File: src/rtl/sqrt_pkg.sv
// sqrt_pkg: shared state encoding and constants for the sqrt / square datapath blocks
//   Shared by the fixed-point sqrt block and fixed_square_iter.
//   sq_state_e  : three-state sequencer encoding (IDLE, CALC, DONE)
//   SQRT_DSIZE  : default fraction width for the sqrt / square blocks (Q0.16)
//   SQRT_ITER   : sqrt iterations, one result bit per step
//   SQRT_CW     : width of an iteration counter that must reach SQRT_ITER
package sqrt_pkg;

    typedef enum logic [1:0] {
        IDLE = 2'd0,
        CALC = 2'd1,
        DONE = 2'd2
    } sq_state_e;

    localparam int SQRT_DSIZE = 16;
    localparam int SQRT_ITER  = SQRT_DSIZE;
    localparam int SQRT_CW    = $clog2(SQRT_ITER + 1);

endpackage

File: src/rtl/fixed_square_iter.sv
// fixed_square_iter: iterative shift-add square of an unsigned Q0.DSIZE fraction
//   clock     : rising-edge clock
//   rst_n     : asynchronous active-low reset
//   in_valid  : operand d valid (accepted while in_ready)
//   in_ready  : high in IDLE only
//   d         : operand, Q0.DSIZE
//   out_valid : high in DONE only, q is the result
//   out_ready : consumer takes q; DONE -> IDLE
//   q         : floor(d*d / 2**DSIZE), held until the next result
module fixed_square_iter
    import sqrt_pkg::*;
#(
    parameter int DSIZE = 16
) (
    input  logic             clock,
    input  logic             rst_n,
    input  logic             in_valid,
    output logic             in_ready,
    input  logic [DSIZE-1:0] d,
    output logic             out_valid,
    input  logic             out_ready,
    output logic [DSIZE-1:0] q
);

    localparam int CW = $clog2(DSIZE + 1);

    sq_state_e          state, state_nx;
    logic [CW-1:0]      cnt;
    logic [DSIZE-1:0]   op_r;
    logic [DSIZE-1:0]   mul_r;
    logic [2*DSIZE-1:0] acc, acc_nx;
    logic [DSIZE:0]     sum;
    logic               last;

    // Classic LSB-first multiplier: add the multiplicand into the upper half,
    // then shift the whole accumulator (plus carry) right by one.
    always_comb begin
        sum    = {1'b0, acc[2*DSIZE-1:DSIZE]} + (mul_r[0] ? {1'b0, op_r} : '0);
        acc_nx = (2*DSIZE)'({sum, acc[DSIZE-1:0]} >> 1);
        last   = cnt == CW'(DSIZE - 1);
    end

    always_comb begin
        state_nx  = state;
        in_ready  = state == IDLE;
        out_valid = state == DONE;
        unique case (state)
            IDLE:    state_nx = in_valid  ? CALC : IDLE;
            CALC:    state_nx = last      ? DONE : CALC;
            DONE:    state_nx = out_ready ? IDLE : DONE;
            default: state_nx = IDLE;
        endcase
    end

    always_ff @(posedge clock or negedge rst_n) begin
        if (!rst_n) begin
            state <= IDLE;
            cnt   <= '0;
            op_r  <= '0;
            mul_r <= '0;
            acc   <= '0;
            q     <= '0;
        end else begin
            state <= state_nx;
            if (state == IDLE && in_valid) begin
                op_r  <= d;
                mul_r <= d;
                acc   <= '0;
                cnt   <= '0;
            end
            if (state == CALC) begin
                acc   <= acc_nx;
                mul_r <= mul_r >> 1;
                cnt   <= cnt + CW'(1);
                // q moves only on the final step so it keeps the last result otherwise
                if (last)
                    q <= acc_nx[2*DSIZE-1:DSIZE];
            end
        end
    end

endmodule

File: config.mk
export PLATFORM = sky130hd
export DESIGN_NAME = fixed_square_iter
export DESIGN_NICKNAME = d
export VERILOG_FILES = /design/src/rtl/sqrt_pkg.sv /design/src/rtl/fixed_square_iter.sv
export SDC_FILE = /design/constraint.sdc
export NUM_CORES = 1
export LEC_CHECK = 0
export BUFFER_PORTS_ARGS = -buffer_cell sky130_fd_sc_hd__buf_2
export CORE_MARGIN = 2
export CORE_UTILIZATION = 59
export DETAILED_ROUTE_END_ITERATION = 6
export PLACE_DENSITY = 0.81
export SLEW_MARGIN = 20
export SYNTH_ARGS = -nofsm -noshare
export SYNTH_HDL_FRONTEND = slang
export SYNTH_SLANG_ARGS = --single-unit
File: constraint.sdc
create_clock -name clock -period 3 [get_ports clock]
set_input_delay 0.45 -clock clock [delete_from_list [all_inputs] [get_ports clock]]
set_output_delay 0.45 -clock clock [all_outputs]
set_load 0.01 [all_outputs]
==> results of run 1 <==
-- metrics by stage --
step           std cells  total power, W  util, %  instance area [um2]
6_report             509         0.00443     69.3                 4100
5_1_grt              509         0.00479     69.3                 4100
4_1_cts              509         0.00444     69.3                 4100
3_5_place_dp         492         0.00358     65.4                 3870
3_3_place_gp         492         0.00347     65.4                 3870
2_1_floorplan        393         0.00305        -                 3610
-- area by class of cell --
cell class,count,area [um2]
Timing Repair Buffer,45,248
Tap cell,75,93.8
Fill cell,467,1820
Multi-Input combinational cell,298,1750
Clock inverter,6,83.8
Clock buffer,10,138
Sequential cell,71,1780
Inverter,4,15.0
-- registers in the layout, indices dropped and copies added, names as in the netlist --
name and flops:
q 16, op_r 16, cnt 5, state 2
acc 16, mul_r 16
-- worst max-delay path, delay by kind of cell, from the launching register on --
family | cells | cell delay [ns]
compound gates | 5 | 1.13
xor+xnor | 1 | 0.22
fa+ha+maj | 1 | 0.44
flops | 1 | 0.52
simple gates | 1 | 0.24
-- report_power, final --
group | leakage (nW) | total, W | switching, W | internal, W
Sequential | 0.904 | 0.00162 | 0.000245 | 0.00137
Clock | 0.116 | 0.000848 | 0.000361 | 0.000488
Combinational | 1.06 | 0.00196 | 0.00119 | 0.000770
-- placed cells by master (no fill, tap or decap), types with 3 or more instances in the layout --
master    count
a22oi_1       9
nor2_1        7
and2_1       17
buf_2        37
a21o_2        4
clkinv_2      3
ha_1         17
o211ai_1      3
and3_1        3
inv_1         4
nor3_1        4
a21oi_1       9
xnor2_1       4
nand3_1      29
a211o_1       5
buf_4         7
nand2b_1      4
nand4_1       6
clkbuf_8     10
xor2_1        7
o21ai_0      31
nand2_1     105
dfrtp_1      71
a21o_1        4
o21ai_1       5
-- cell families (layout without fill, tap and decap cells) --
kind of cell             count (synthesis)  in the layout  share of synthesized area (%)
buffers and inverters                   24             65                           2.53
adder cells (fa/ha/maj)                 18             18                           6.44
XOR/XNOR                                11             11                           2.67
AND/OR/NAND/NOR                        183            183                           22.9
multiplexers                             1              1                          0.312
flip-flops                              71             71                           49.2
AO/OA/AOI/OAI                           85             85                           16.0
-- layer usage --
| metal | up-vias | GRT usage [%] | wire, um |
|---|---|---|---|
| met5 | - | 0 | 0 |
| li1 | 1432 | - | - |
| met1 | 1374 | 33.7 | 3590 |
| met3 | 17 | 5.98 | 337 |
| met2 | 70 | 38.8 | 3520 |
| met4 | 0 | 10.8 | 193 |
-- worst min path at each step --
stage               startpoint       end  slack [ns]  depth (start not counted)
floorplan                rst_n   acc[16]        0.15                          0
global placement         rst_n   acc[23]        0.36                          1
detailed placement       rst_n   acc[23]        0.35                          1
CTS                  out_ready  state[1]        0.29                          2
global route         out_ready  state[1]        0.30                          2
finish               out_ready  state[1]        0.29                          2
-- repair_timing --
| item | 4_1_cts | 5_1_grt |
|---|---|---|
| buffers inserted | 0 | 0 |
| setup endpoints to repair | 0 | 0 |
| hold buffers | 1 | 0 |
| hold endpoints to repair | 12 | 0 |
==> impl_results.md, run 1 <==
- Fin crit share: roughly 90%
- Synth area leaders: dfrtp_1, nand2_1, ha_1, o21ai_0, nand3_1
- Arrival @ worst endpoint: 2.91 ns
- Area leader, netlist: dfrtp_1
- Power Dens Cells: 1080 nW/um2
- CTS tree: yes
- GP Congestion: 0.899
- Max incr delay on CP: roughly 0.52 ns
- Die area: 6770 um2
- R2r endpoint: q[11]
- Drt initial violations: ~140
- Cts repair resizes: 0
- Die W: ~80 um
- Synth async-reset ratio: 100%
- H-tree depth: 3
- Final hold violations: 0
- Crit path to: q[11]
- Core Area: 5920 um2
- Syn Area/Cell: 9.20 um2
- GR Overflow Total: 0
- Starting Density: just over 60%
- Layout Area Growth over Synthesis: 13.5%
- RSZ-0062 raised after global routing: false
- Synth Register Bits: 71
- Final TNS setup: 0 ns
- Gr usage total: 25.1%
- Layout cells sized above 1: 16.8%
- CP max stage cell: dfrtp_1
- Crit path kind: flip-flop to flip-flop
- Ys flop type: dfrtp_1
- Number of enable flip-flop cells after synthesis: 0
- Mapped Cells: 393
- WHS: 0.292 ns
- Hpwl dp: 5450 um
- Dpl ws: between 0.3 and 0.4 ns
- # clock sinks: 71
- First-pass GRT wire length: 12800 um
- Hold Path Class: input port to flip-flop
- CTS clock-pin slew for the worst setup and hold paths: 0.08 ns
- Cell mode on critical path: o21ai_0
- Via count: a little under 3000
- Setup violators final: 0
- Clock Latency Late Sink: 0.35 ns
- Synth warn: 0
- Chip height: 82.3 um
- Net Count, Synth: 431
- Final layout net count: 467
- Number of distinct library cells after synthesis: 46
- Clock buffer depth: 2
- Initial antenna violation count: 0
- MaxCap Viol Count: 0
- Vias in the first global route: ~2800
- Root buf cell: clkbuf_8
- Worst setup startpoint: mul_r[0]
- CP Max Fanout: 17
- Cell Rows: 28
- R2R depth: 8
- Top cell type's share of synthesized area: 49.2%
- Critical Path End Type: flip-flop
- Antenna-violating nets left: 0
- I/O Pins: 38
- Wirelength per Cell: 15.0 um
- Final Critical Period: around 2.7 ns
- FF-to-FF Start: mul_r[0]
- Most frequent cells after synthesis: nand2_1, dfrtp_1, o21ai_0
- Worst path cell trace: and2_1 -> fa_1 -> a21o_2 -> a221oi_4 -> o21ai_0 -> a21oi_1 -> xor2_1 -> o21ai_0
- Slew Limit Fails: 0
- Peak supply drop: 591 uV
- Worst-Margin Slew: between 0.6 and 0.7 ns
- Slack of the critical path: around 0.30 ns
- Status: completed
- R2R setup slack: 0.30 ns
- Final antenna diode count: 0
- Clock Skew: between 0.009 and 0.01 ns
- Routed WL: 7640 um
- CP Launch Type: flip-flop
- Count leader, synth: nand2_1
- Largest net degree at the start of global routing: 36
- Achievable Freq: approximately 370 MHz
- Syn Std Cell Area: about 3600 um2
- PortBufs: 37
- DRC violations left: 0
- CTS Buf Count: 9
- CP required: 3.21 ns
- DRT Pass-1 Iters: 4
- Max-slew headroom: 58.4%
- Lkg Pwr: 2.08 nW
- Via density: 5.68
- Sequential area share after synthesis: 49.2%
Power figures use the tool's default switching activity.
==> run 2, diff against run 1 <==
--- a/config.mk
+++ b/config.mk
@@ -6,6 +6,7 @@
 export NUM_CORES = 1
 export LEC_CHECK = 0
 export BUFFER_PORTS_ARGS = -buffer_cell sky130_fd_sc_hd__buf_2
+export CORE_ASPECT_RATIO = 0.75
 export CORE_MARGIN = 2
 export CORE_UTILIZATION = 59
 export DETAILED_ROUTE_END_ITERATION = 6
==> run 2 against run 1 <==
Effect of this change: power grew 3.3%; highest routed layer unchanged; global-route usage grew 1.3 points; largest cell class unchanged; via count grew 2.3%; count of clock-buffer cells in the layout grew 2; critical path depth is the same; sequential power is essentially flat.
==> impl_results.md, run 2 (same netlist as run 1, synthesis figures left out) <==
- Pwr Total: 0.00457 W (was 0.00443 W)
- Stages on the worst setup path: 8 (unchanged)
- Lkg Pwr: 2.09 nW (was 2.08 nW)
- Fin crit share: 90.2% (was 90.1%)
- R2R setup slack: 0.29 ns (was 0.30 ns)
- RSZ-0062 raised after global routing: false (unchanged)
- Wirelength per Cell: 16.0 um (was 15.0 um)
- Clock buffer depth: 2 (unchanged)
- Max incr delay on CP: 0.52 ns (about the same)
- Achievable Freq: 369 MHz (was 370 MHz)
- Cts repair resizes: 0 (unchanged)
- Cell Rows: 24 (was 28)
- Via density: 5.80 (was 5.68)
- Status: completed (unchanged)
- Final TNS setup: 0 ns (unchanged)
- R2r endpoint: acc[30] (was q[11])
- CP Launch Type: flip-flop (unchanged)
- CP Max Fanout: 17 (unchanged)
- Core Area: 5860 um2 (was 5920 um2)
- CTS tree: yes (unchanged)
- Drt initial violations: 205 (was 141)
- Final hold violations: 0 (unchanged)
- Root buf cell: clkbuf_8 (unchanged)
- Fill cells: 477 (was 467)
- Starting Density: 61.7% (was 61.1%)
- GR Overflow Total: 0 (unchanged)
- First-pass GRT wire length: 13800 um (was 12800 um)
- Routed WL: 8140 um (was 7640 um)
- Crit path kind: flip-flop to flip-flop (unchanged)
- Gr usage total: 26.3% (was 25.1%)
- CTS Buf Count: 9 (unchanged)
- R2R depth: 8 (unchanged)
- Core Util, Final: 70.6% (was 69.3%)
- Final layout net count: 466 (was 467)
- Final antenna diode count: 0 (unchanged)
- FF-to-FF Start: mul_r[0] (unchanged)
- Register area: 1780 um2 (unchanged)
- Commonest non-fill, non-tap cells in the layout: nand2_1, dfrtp_1, buf_2 (unchanged)
- PortBufs: 37 (unchanged)
- Vias in the first global route: 2865 (was 2822)
- Die area: 6780 um2 (was 6770 um2)
- Area occupied by multi-input gates: 1750 um2 (unchanged)
- GP Congestion: 0.889 (was 0.899)
- Hpwl dp: 5740 um (was 5450 um)
- Clock Latency Late Sink: 0.35 ns (about the same)
- CTS clock-pin slew for the worst setup and hold paths: 0.08 ns (about the same)
- CP top delay family: compound AO/OA/AOI/OAI gates (unchanged)
- WHS: 0.175 ns (was 0.292 ns)
- Power Dens Cells: 1110 nW/um2 (was 1080 nW/um2)
- DRT Pass-1 Iters: 4 (unchanged)
- Crit path to: acc[30] (was q[11])
- I/O Pins: 38 (unchanged)
- Layout Area Growth over Synthesis: 14.4% (was 13.5%)
- Layout cells sized above 1: 16.4% (was 16.8%)
- Via count: 2960 (was 2893)
- Setup Fix Bufs, Post-CTS: 0 (unchanged)
- Hold Path Class: input port to asynchronous set/reset pin (was input port to flip-flop)
- Slew Limit Fails: 0 (unchanged)
- Chip height: 71.8 um (was 82.3 um)
- H-tree depth: 3 (unchanged)
- Peak supply drop: 653 uV (was 591 uV)
- Commonest non-fill, non-tap cell in the layout: nand2_1 (unchanged)
- Max-slew headroom: 48.0% (was 58.4%)
- Critical Path End Type: flip-flop (unchanged)
- Worst path cell trace: and2_1 -> ha_1 -> a21o_1 -> a311oi_1 -> nor3_1 -> o211ai_1 -> a211o_1 -> nand3_1 (was and2_1 -> fa_1 -> a21o_2 -> a221oi_4 -> o21ai_0 -> a21oi_1 -> xor2_1 -> o21ai_0)
- # clock sinks: 71 (unchanged)
- Arrival @ worst endpoint: 2.93 ns (was 2.91 ns)
- Clock Skew: 0.00857 ns (was 0.00995 ns)
- Placed cells: 495 (was 492)
- Die W: 94.4 um (was 82.3 um)
- Worst setup startpoint: mul_r[0] (unchanged)
- Setup violators final: 0 (unchanged)
- Worst-Margin Slew: 0.781 ns (was 0.622 ns)
- Antenna-violating nets left: 0 (unchanged)
- Initial antenna violation count: 0 (unchanged)
- MaxCap Viol Count: 0 (unchanged)
- Final Critical Period: 2.71 ns (was 2.70 ns)
- CP required: 3.23 ns (was 3.21 ns)
- Largest net degree at the start of global routing: 38 (was 36)
- Hold buffer count at CTS: 0 (was 1)
- Buf/Inv on CP: 0 (unchanged)
- DRC violations left: 0 (unchanged)
- Non-Filler Instances: 510 (was 509)
- CP max stage cell: dfrtp_1 (unchanged)
[run 2: changes by cell type in the layout (fill, tap and decap cells not counted)]
| cell | delta |
|---|---|
| clkinv_2 | -3 |
| buf_12 | +1 |
| buf_4 | -1 |
| bufinv_16 | +1 |
| clkbuf_1 | +1 |
| clkbuf_8 | +1 |
| clkinv_4 | -1 |
| dlygate4sd3_1 | -1 |
[run 2: power by group]
part	switching, W	internal (W)	total, W	leakage [nW]
registers	0.000258	0.00137	0.00163	0.904
logic	0.00121	0.000775	0.00199	1.06
clock network	0.000355	0.000594	0.000948	0.123
[run 2: worst min path at each step]
stage / endpoint / slack [ns] / cells past startpoint
after global routing: q[0] / 0.25 / 1
after global placement: mul_r[10] / 0.45 / 2
final: q[1] / 0.18 / 1
after CTS: q[1] / 0.21 / 1
after floorplan: acc[16] / 0.15 / 0
after detailed placement: op_r[13] / 0.46 / 2
[run 2: metal layers]
metal	up-vias	wire length (um)	share of wire, %	global-route usage, %
li1	1429	-	-	-
met1	1449	3780	46	36.8
met5	-	0	0	0
met4	0	80	0.98	6.28
met2	72	3890	48	42.9
met3	10	400	4.9	5.36
[run 2: layout make-up]
| type | instances | area share (%) |
|---|---|---|
| multi-input combinational | 298 | 42.3 |
| inverter | 4 | 0.363 |
| clock buffer | 12 | 3.75 |
| clock inverter | 3 | 2.18 |
| timing repair buffer | 44 | 6.05 |
| tap | 78 | 2.36 |
| sequential | 71 | 43.0 |
[run 2: stage by stage]
step	instance area [um2]	setup slack, ns
after global placement	3890	0.490
after global routing	4130	0.0879
after floorplan	3610	0.708
after CTS	4130	0.313
final	4130	0.293
after detailed placement	3890	0.340
[run 2: worst reg2reg max path, cell delays in order, from the launching register on]
cell	delay, ns
dfrtp_1	0.52
and2_1	0.21
ha_1	0.36
a21o_1	0.26
a311oi_1	0.43
nor3_1	0.17
o211ai_1	0.35
a211o_1	0.20
nand3_1	0.07
==> run 3, diff against run 2 <==
--- a/config.mk
+++ b/config.mk
@@ -8,9 +8,10 @@
 export BUFFER_PORTS_ARGS = -buffer_cell sky130_fd_sc_hd__buf_2
 export CORE_ASPECT_RATIO = 0.75
 export CORE_MARGIN = 2
-export CORE_UTILIZATION = 59
+export CORE_UTILIZATION = 61
+export CTS_BUF_LIST = sky130_fd_sc_hd__clkbuf_4
 export DETAILED_ROUTE_END_ITERATION = 6
-export PLACE_DENSITY = 0.81
+export PLACE_DENSITY = 0.83
 export SLEW_MARGIN = 20
 export SYNTH_ARGS = -nofsm -noshare
 export SYNTH_HDL_FRONTEND = slang
==> run 3 against run 2 <==
Effect of this change: clock power fell by 25%; register-to-register slack better by 0.03 ns; power fell by 6.2%; die area down 3.1%; sequential power about the same; cell count unchanged; core utilization decreased by 0.37 points.
==> impl_results.md, run 3 (same netlist as run 1, synthesis figures left out) <==
- Status: completed (unchanged)
- CTS clock-pin slew for the worst setup and hold paths: 0.13 ns (was 0.08 ns)
- Largest net degree at the start of global routing: 39 (was 38)
- H-tree depth: 3 (unchanged)
- Clock Latency Late Sink: 0.42 ns (was 0.35 ns)
- Cts repair resizes: 0 (unchanged)
- Final antenna diode count: 0 (unchanged)
- Area occupied by multi-input gates: 1750 um2 (unchanged)
- Final TNS setup: 0 ns (unchanged)
- CP top delay family: compound AO/OA/AOI/OAI gates (unchanged)
- MaxCap Viol Count: 0 (unchanged)
- CTS Buf Count: 9 (unchanged)
- Via count: 2921 (was 2960)
- Power Dens Cells: 1060 nW/um2 (was 1110 nW/um2)
- First-pass GRT wire length: 13200 um (was 13800 um)
- GP Congestion: 0.952 (was 0.889)
- Routed WL: 7620 um (was 8140 um)
- Max-slew headroom: 49.3% (was 48.0%)
- Lkg Pwr: 2.04 nW (was 2.09 nW)
- Slew Limit Fails: 0 (unchanged)
- Via density: 5.73 (was 5.80)
- Worst-Margin Slew: 0.761 ns (was 0.781 ns)
- Peak supply drop: 678 uV (was 653 uV)
- # clock sinks: 71 (unchanged)
- Hold Path Class: input port to asynchronous set/reset pin (unchanged)
- PortBufs: 37 (unchanged)
- CTS tree: yes (unchanged)
- Achievable Freq: 374 MHz (was 369 MHz)
- Antenna-violating nets left: 0 (unchanged)
- Fill cells: 472 (was 477)
- Max incr delay on CP: 0.54 ns (was 0.52 ns)
- Die area: 6560 um2 (was 6780 um2)
- Placed cells: 494 (was 495)
- Initial antenna violation count: 0 (unchanged)
- Clock Skew: 0.0183 ns (was 0.00857 ns)
- Commonest non-fill, non-tap cell in the layout: nand2_1 (unchanged)
- Layout cells sized above 1: 16.7% (was 16.4%)
- Chip height: 70.7 um (was 71.8 um)
- CP max stage cell: dfrtp_1 (unchanged)
- Starting Density: 62.7% (was 61.7%)
- Die W: 92.9 um (was 94.4 um)
- Core Area: 5770 um2 (was 5860 um2)
- Worst path cell trace: and2_1 -> ha_1 -> a21o_1 -> a311oi_1 -> o21ai_1 -> a21oi_2 -> nor3_1 -> a211o_1 (was and2_1 -> ha_1 -> a21o_1 -> a311oi_1 -> nor3_1 -> o211ai_1 -> a211o_1 -> nand3_1)
- DRT Pass-1 Iters: 4 (unchanged)
- GR Overflow Total: 0 (unchanged)
- Setup Fix Bufs, Post-CTS: 0 (unchanged)
- Final Critical Period: 2.67 ns (was 2.71 ns)
- CP required: 3.32 ns (was 3.23 ns)
- Arrival @ worst endpoint: 2.99 ns (was 2.93 ns)
- CP Launch Type: flip-flop (unchanged)
- RSZ-0062 raised after global routing: false (unchanged)
- CP Max Fanout: 17 (unchanged)
- Layout Area Growth over Synthesis: 12.0% (was 14.4%)
- I/O Pins: 38 (unchanged)
- Critical Path End Type: flip-flop (unchanged)
- Final layout net count: 465 (was 466)
- Setup violators final: 0 (unchanged)
- Wirelength per Cell: 14.9 um (was 16.0 um)
- Non-Filler Instances: 510 (unchanged)
- Root buf cell: clkbuf_4 (was clkbuf_8)
- Hold buffer count at CTS: 0 (unchanged)
- Clock buffer depth: 2 (unchanged)
- Hpwl dp: 5400 um (was 5740 um)
- Fin crit share: 89.1% (was 90.2%)
- Cell Rows: 24 (unchanged)
- Buf/Inv on CP: 0 (unchanged)
- Final hold violations: 0 (unchanged)
- Drt initial violations: 185 (was 205)
- Crit path kind: flip-flop to flip-flop (unchanged)
- Gr usage total: 25.3% (was 26.3%)
- DRC violations left: 0 (unchanged)
- Vias in the first global route: 2896 (was 2865)
- Commonest non-fill, non-tap cells in the layout: nand2_1, dfrtp_1, buf_2 (unchanged)
- Register area: 1780 um2 (unchanged)
## run 3: path summary, 6_finish.rpt
kind                                 end      start  slack [ns]  cells after the start
worst max-delay path                q[8]   mul_r[0]        0.33                      8
worst min-delay path             op_r[1]      rst_n        0.09                      1
worst max register to register      q[8]   mul_r[0]        0.33                      8
worst min register to register  op_r[13]   op_r[13]        0.48                      2
max in group asynchronous         cnt[2]      rst_n        2.25                      2
min in group clock              state[1]  out_ready        0.22                      2
## run 3: stage by stage
step           setup slack (ns)  cell area (um2)  power, W  utilization (%)  hold slack, ns
3_3_place_gp              0.483             3880   0.00348             67.3           0.450
2_1_floorplan             0.708             3610   0.00305                -           0.154
6_report                  0.326             4050   0.00429             70.2          0.0861
3_5_place_dp              0.393             3880   0.00357             67.3           0.456
4_1_cts                   0.358             4050   0.00429             70.2           0.104
5_1_grt                   0.178             4050   0.00464             70.2           0.137
## run 3: per-layer routing
metal  global-route usage [%]  up-vias  share of wire, %
met2                     39.5       62                46
met3                     5.11       10               4.8
li1                         -     1426                 -
met4                     8.82        0              0.94
met1                     35.7     1423                48
met5                        0        -                 0
## run 3: report_power, final
part / total (W) / switching, W / internal, W
combinational: 0.00195 / 0.00118 / 0.000769
clock: 0.000715 / 0.000362 / 0.000353
sequential: 0.00162 / 0.000248 / 0.00137
## run 3: layout make-up
type | count | area share (%)
flip-flops and latches | 71 | 43.9
multi-input cells | 298 | 43.2
repair buffers | 43 | 6.00
well taps | 78 | 2.41
clock inverters | 6 | 2.29
clock buffers | 10 | 1.85
inverters | 4 | 0.371
